File: src/rtl/fp_pkg.sv
// Shared FP datapath definitions: per-format widths, lane field positions and
// the S1 flag bundle carried by the post-add/sub normaliser pipeline.
package fp_pkg;

    localparam int HP_MANT_W  = 11;
    localparam int HP_EXP_W   = 6;
    localparam int HP_EXP_INF = 31;

    localparam int SP_MANT_W  = 24;
    localparam int SP_EXP_W   = 9;
    localparam int SP_EXP_INF = 255;

    localparam int DP_MANT_W  = 53;
    localparam int DP_EXP_W   = 12;
    localparam int DP_EXP_INF = 2047;

    // HEAD_BIT/MANT_HI are the single-precision lane positions; the low fields
    // sit at the same index for every format.
    localparam int HEAD_BIT = SP_MANT_W + 2;
    localparam int MANT_HI  = SP_MANT_W + 1;
    localparam int MANT_LO  = 2;
    localparam int G_BIT    = 1;
    localparam int R_BIT    = 0;

    typedef enum logic {
        PATH_ADD = 1'b0,
        PATH_SUB = 1'b1
    } path_e;

    typedef struct packed {
        path_e add_sub;
        logic  sticky;
        logic  zero;
        logic  ovf_shift;
    } s1_flags_t;

endpackage

File: src/rtl/lzc_n.sv
// Leading-zero counter over an N-bit vector; an all-zero input returns N.
module lzc_n #(
    parameter int N = 26
) (
    input  logic [N-1:0]             i_vec,
    output logic [$clog2(N+1)-1:0]   o_cnt
);

    localparam int CNT_W = $clog2(N + 1);

    // Scanning upward lets the highest set bit win the final assignment.
    always_comb begin
        o_cnt = CNT_W'(N);
        for (int i = 0; i < N; i++) begin
            if (i_vec[i]) begin
                o_cnt = CNT_W'(N - 1 - i);
            end
        end
    end

endmodule

File: src/rtl/fp_normalize_pipe.sv
// Two-stage post-add/sub normaliser: S1 registers the lane with its leading-zero
// count, S2 shifts, adjusts and clamps the exponent behind a valid/ready handshake.
module fp_normalize_pipe
    import fp_pkg::*;
#(
    parameter  int MANT_W  = SP_MANT_W,
    parameter  int EXP_W   = SP_EXP_W,
    parameter  int EXP_INF = SP_EXP_INF,
    localparam int LANE_W  = MANT_W + 3
) (
    input  logic              clk,
    input  logic              rst,
    input  logic              in_valid,
    output logic              in_ready,
    input  logic [LANE_W-1:0] in_lane,
    input  logic              in_add_sub,
    input  logic [EXP_W-1:0]  in_exp,
    input  logic              in_sticky,
    output logic              out_valid,
    input  logic              out_ready,
    output logic [MANT_W-1:0] out_mant,
    output logic              out_g,
    output logic              out_r,
    output logic              out_sticky,
    output logic [EXP_W-1:0]  out_exp,
    output logic              out_is_zero,
    output logic              out_subnormal,
    output logic              out_ovf
);

    localparam int L_HEAD    = LANE_W - 1;
    localparam int L_MANT_HI = LANE_W - 2;
    localparam int LZC_N     = LANE_W - 1;
    localparam int LZC_W     = $clog2(LZC_N + 1);
    localparam int CMP_W     = (EXP_W > LZC_W) ? EXP_W : LZC_W;

    typedef struct packed {
        logic [LANE_W-1:0] lane;
        logic [EXP_W-1:0]  exp;
        logic [LZC_W-1:0]  lzc;
        s1_flags_t         f;
    } s1_reg_t;

    logic [LZC_W-1:0] w_lzc;
    logic             w_adv2;
    logic             r_s1_valid;
    logic             r_s2_valid;
    s1_reg_t          r_s1;

    lzc_n #(.N(LZC_N)) u_lzc (
        .i_vec (in_lane[L_MANT_HI:0]),
        .o_cnt (w_lzc)
    );

    assign w_adv2    = r_s1_valid && (!r_s2_valid || out_ready);
    assign in_ready  = !rst && (!r_s1_valid || w_adv2);
    assign out_valid = r_s2_valid;

    // NOTE: state registers use non-blocking assignments so every always_ff
    // samples the pre-edge values of the others.
    always_ff @(posedge clk) begin
        if (rst) begin
            r_s1_valid <= 1'b0;
        end else if (in_ready) begin
            r_s1_valid <= in_valid;
        end
    end

    // NOTE: the S1 payload carries no reset; it is only observed behind r_s1_valid.
    always_ff @(posedge clk) begin
        if (in_valid && in_ready) begin
            r_s1.lane        <= in_lane;
            r_s1.exp         <= in_exp;
            r_s1.lzc         <= w_lzc;
            r_s1.f.add_sub   <= path_e'(in_add_sub);
            r_s1.f.sticky    <= in_sticky;
            r_s1.f.zero      <= (in_lane == '0);
            r_s1.f.ovf_shift <= in_lane[L_HEAD];
        end
    end

    logic [L_MANT_HI:0] w_lane_n;
    logic [EXP_W-1:0]   w_exp_n;
    logic [EXP_W-1:0]   w_limit;
    logic [CMP_W-1:0]   w_lzc_c;
    logic [CMP_W-1:0]   w_lim_c;
    logic [LZC_W-1:0]   w_shift;
    logic               w_sticky_n;
    logic               w_sub_n;
    logic               w_ovf_n;

    // NOTE: every always_comb target gets a default first so no branch can infer a latch.
    always_comb begin
        w_lane_n   = r_s1.lane[L_MANT_HI:0];
        w_exp_n    = r_s1.exp;
        w_sticky_n = r_s1.f.sticky;
        w_sub_n    = 1'b0;
        w_ovf_n    = 1'b0;
        w_limit    = (r_s1.exp == '0) ? '0 : r_s1.exp - EXP_W'(1);
        w_lzc_c    = CMP_W'(r_s1.lzc);
        w_lim_c    = CMP_W'(w_limit);
        w_shift    = (w_lzc_c < w_lim_c) ? r_s1.lzc : LZC_W'(w_lim_c);

        if (r_s1.f.zero) begin
            w_lane_n = '0;
            w_exp_n  = '0;
        end else if (r_s1.f.add_sub == PATH_ADD) begin
            if (r_s1.f.ovf_shift) begin
                w_lane_n   = r_s1.lane[L_HEAD:1];
                w_exp_n    = r_s1.exp + EXP_W'(1);
                w_sticky_n = r_s1.f.sticky | r_s1.lane[0];
            end
            // The rounder turns this into inf; the exponent is left unsaturated.
            w_ovf_n = (w_exp_n >= EXP_W'(EXP_INF));
        end else begin
            // The headroom bit is shifted out by any non-zero shift, so only the
            // lower lane bits take part.
            w_lane_n = r_s1.lane[L_MANT_HI:0] << w_shift;
            w_exp_n  = r_s1.exp - EXP_W'(w_shift);
            w_sub_n  = !w_lane_n[L_MANT_HI];
        end
    end

    always_ff @(posedge clk) begin
        if (rst) begin
            r_s2_valid    <= 1'b0;
            out_mant      <= '0;
            out_g         <= 1'b0;
            out_r         <= 1'b0;
            out_sticky    <= 1'b0;
            out_exp       <= '0;
            out_is_zero   <= 1'b0;
            out_subnormal <= 1'b0;
            out_ovf       <= 1'b0;
        end else if (w_adv2) begin
            r_s2_valid    <= 1'b1;
            out_mant      <= w_lane_n[L_MANT_HI:MANT_LO];
            out_g         <= w_lane_n[G_BIT];
            out_r         <= w_lane_n[R_BIT];
            out_sticky    <= w_sticky_n;
            out_exp       <= w_exp_n;
            out_is_zero   <= r_s1.f.zero;
            out_subnormal <= w_sub_n;
            out_ovf       <= w_ovf_n;
        end else if (out_ready) begin
            r_s2_valid    <= 1'b0;
        end
    end

endmodule
File: config.mk
export PLATFORM = sky130hd
export DESIGN_NAME = fp_normalize_pipe
export DESIGN_NICKNAME = d
export VERILOG_FILES = /design/src/rtl/fp_pkg.sv /design/src/rtl/lzc_n.sv /design/src/rtl/fp_normalize_pipe.sv
export SDC_FILE = /design/constraint.sdc
export NUM_CORES = 1
export LEC_CHECK = 0
export BUFFER_PORTS_ARGS = -buffer_cell sky130_fd_sc_hd__clkbuf_2
export CELL_PAD_IN_SITES_DETAIL_PLACEMENT = 1
export CELL_PAD_IN_SITES_GLOBAL_PLACEMENT = 2
export CORE_MARGIN = 2
export CORE_UTILIZATION = 36
export CTS_CLUSTER_DIAMETER = 100
export DETAILED_ROUTE_END_ITERATION = 6
export MAX_ROUTING_LAYER = met4
export PLACE_DENSITY = 0.83
export SYNTH_ARGS = -nofsm -noshare
export SYNTH_HDL_FRONTEND = slang
export SYNTH_HIERARCHICAL = 1
export SYNTH_SLANG_ARGS = --single-unit
File: constraint.sdc
create_clock -name clk -period 6.1 [get_ports clk]
set_clock_uncertainty 0.2 [all_clocks]
set_input_delay 0.61 -clock clk [delete_from_list [all_inputs] [get_ports clk]]
set_output_delay 0.61 -clock clk [all_outputs]
set_load 0.1 [all_outputs]
==> flow_summary.ini <==
[clock_tree]
postCtsSetupRepairBufs = 0
numCtsBuffers = 9
cts_root_buf = clkbuf_16
hold_buffers = 0
insertion_delay_ns = 0.36
ctsHtreeMaxLevel = 3
clk_pin_slew_worst_paths_ns = 0.06
cts_tree = yes
cts-resized-gates = 0
cts_sinks = 85
clockBufferDepth = 2

[synthesis]
synth_cell_types = 78
synth_compound_area_share_pct = 21.0
yosysTopAreaCell = edfxtp_1
synth-seq-cells = 85
synth_area_leaders = edfxtp_1 23%, dfxtp_1 14%, mux2i_1 13%
synthMuxAreaShare_pct = 15.1
synth_top_area_share_pct = 22.6
synth_edf_count = 44
synth-async-reset-ratio_pct = 0
synth_top_family_by_area = compound AO/OA/AOI/OAI gates
syn_inst = 643
synthMostInstantiatedCell = mux2i_1
synth_commonest_cells = 76 x mux2i_1, 60 x nor2_1, 58 x nand2_1, 44 x edfxtp_1, 41 x dfxtp_1
syn-cell-area_sq_um = 5860
synthAdderAreaFrac_pct = 2.48
synth.avg_cell_area_sq_um = 9.11
ys.flop_type = edfxtp_1
synth_warnings = 6
synth-simple-area-share_pct = 17.0
yosysSeqAreaShare_pct = 36.6
synth-xor-area-share_pct = 2.99
synth_fp_nets = 695

[placed_design]
place.gp.congestion = 0.939
io_buffers = 82
dpl.hpwl_um = 14700

[critical_path]
cp-start-kind = register
cp_num_buf_inv = 2
cpMaxStageDelayCell = edfxtp_1
cp_common_cell = ha_1
cpPeakStageDelay_ns = 0.57
crit_chain = inv_1 > ha_1 > nor4b_1 > nand3_1 > nand2_1 > ha_1 > a21oi_1 > o21a_1 > o21a_1 > a211o_1 > nand2_1 > o21ai_1 > inv_1 > ha_1 > o2111a_1 > a31oi_1 > nand4b_1 > xor2_1 > a31oi_1
endpoint_kind = register
path_delay_family = compound AO/OA/AOI/OAI gates
crit_type = reg2reg
arrival_ns = 5.61
crit_required_ns = 6.18
cp_max_fo = 12

[sta]
finalSetupViolCount = 0
rsz0062_at_grt = no
max_freq_mhz = 181
drv_slew = 0
finalSetupTns_ns = 0
worstMarginPinSlew_ns = 1.30
fin_crit_ns = 5.53
relSlewSlack_pct = 12.6
finalCritPeriodShare_pct = 90.6
hold_viol_final = 0

[route]
viasPerCell = 5.89
postRouteAntennaNets = 0
drt-total-wl_um = 19700
route.detailed.wl_per_inst_um = 21.4
dr_total_vias = 5415
drc = 0
drt_iter0_drc = 500
dr.pass1.iters = 5

[status]
outcome = finished clean

[grt]
grt_pass1_vias = 5475
grtUsageTotal_pct = 23.5
antenna_found_initial = 0
grt_pass1_wl_um = 31300
grt_max_degree = 45
grt_overflow = 0

[power]
p_seq_share_pct = 43.7
swShare_pct = 33.0
pwr-share-clk_pct = 33.9
comb_power_share_pct = 22.4
p_switching_uw = 499
power.density_nw_per_um2 = 228
p_int_mw = 1.01
cellLeakagePower_nw = 2.61
total_power_mw = 1.51
vdd_drop_max_mv = 0.142

[layout]
nets = 750
syn2layout_area_growth_pct = 13.4
antenna_cells = 0
drive_gt1_share_pct = 18.3

[run]
drv_cap = 0

[floorplanning]
die_h_um = 132
num_rows = 46
dieWidth_um = 132
coreArea_sq_um = 15900
die_area_sq_um = 17300
start_util_pct = 36.9
ios = 83

[worst_hold_path]
holdCritPathClass = in2reg
-- stage by stage --
stage               cell area [sq um]  hold WS (ns)  cells  worst slack (ns)  util (%)
finish                           6640         0.228    919             0.572      41.8
global route                     6640         0.227    919             0.269      41.8
CTS                              6640         0.218    919             0.613      41.8
detailed placement               6370         0.285    903             0.677      40.1
global placement                 6370         0.267    903             0.922      40.1
floorplan                        5860         0.287    643              1.64         -
-- worst paths after layout --
path / cells after the start / endpoint / startpoint / slack, ns
max: 19 / out_exp[7] / r_s1[9] / 0.57
min: 1 / r_s1[17] / in_exp[8] / 0.23
max reg2reg: 19 / out_exp[7] / r_s1[9] / 0.57
min reg2reg: 2 / out_mant[23] / out_mant[23] / 0.30
-- flip-flops by register name, summed over array words and instances, names as in the netlist --
register / cells
out_exp: 9
out_g: 1
out_is_zero: 1
out_mant: 24
out_ovf: 1
out_r: 1
out_sticky: 1
out_subnormal: 1
out_valid: 1
r_s1: 44
r_s1_valid: 1
-- cells in the final DEF, fill, tap and decap left out, drive strengths merged, types with 4 or more instances in the layout --
master   n
o211ai   4
or2      4
edfxtp  44
and2     5
nor3    14
dfxtp   41
buf      6
inv     21
nand3   12
a31oi   11
o22ai    8
nand2   58
a22oi   15
xnor2   11
o221ai   4
clkbuf  94
nand2b   4
a221oi   6
mux2i   76
a32o     4
and3     5
o21a     7
nor2    60
nor4    18
nand4    6
o21ai   30
a222oi   8
a21oi   38
ha      10
xor2     9
mux2    11
-- worst reg2reg max path, delay by kind of cell (launching register included) --
kind | cells | cell delay (ns)
compound gates | 8 | 1.82
simple gates | 5 | 1.16
fa+ha+maj | 3 | 1.00
flops | 1 | 0.57
buf+inv | 2 | 0.52
xor+xnor | 1 | 0.20
-- power by group through the flow --
stage	combinational (mW)	sequential (mW)	clock [mW]
after detailed placement	0.335	0.673	0
final	0.339	0.661	0.513
after global placement	0.330	0.672	0
after global routing	0.364	0.664	0.542
after CTS	0.337	0.660	0.522
after floorplan	0.174	0.738	0
-- kinds of logic after synthesis --
logic type / after synthesis
fa+ha+maj: 12
xor+xnor: 20
flops: 85
mux: 87
compound gates: 172
simple gates: 204
buf+inv: 63
-- cell type report --
type | count | area (sq um)
Clock buffer | 12 | 248
Clock inverter | 4 | 22.5
Fill cell | 1878 | 9240
Inverter | 19 | 71.3
Multi-Input combinational cell | 495 | 3430
Sequential cell | 85 | 2140
Tap cell | 216 | 270
Timing Repair Buffer | 88 | 455
-- metal layers --
metal	up-vias	GRT usage, %	routed length (um)
met2	199	33.7	8520
met5	-	-	0
li1	2559	-	-
met3	29	3.97	1270
met4	0	8.45	415
met1	2628	33.2	9490
No activity file was read; power rests on OpenSTA's default activity.
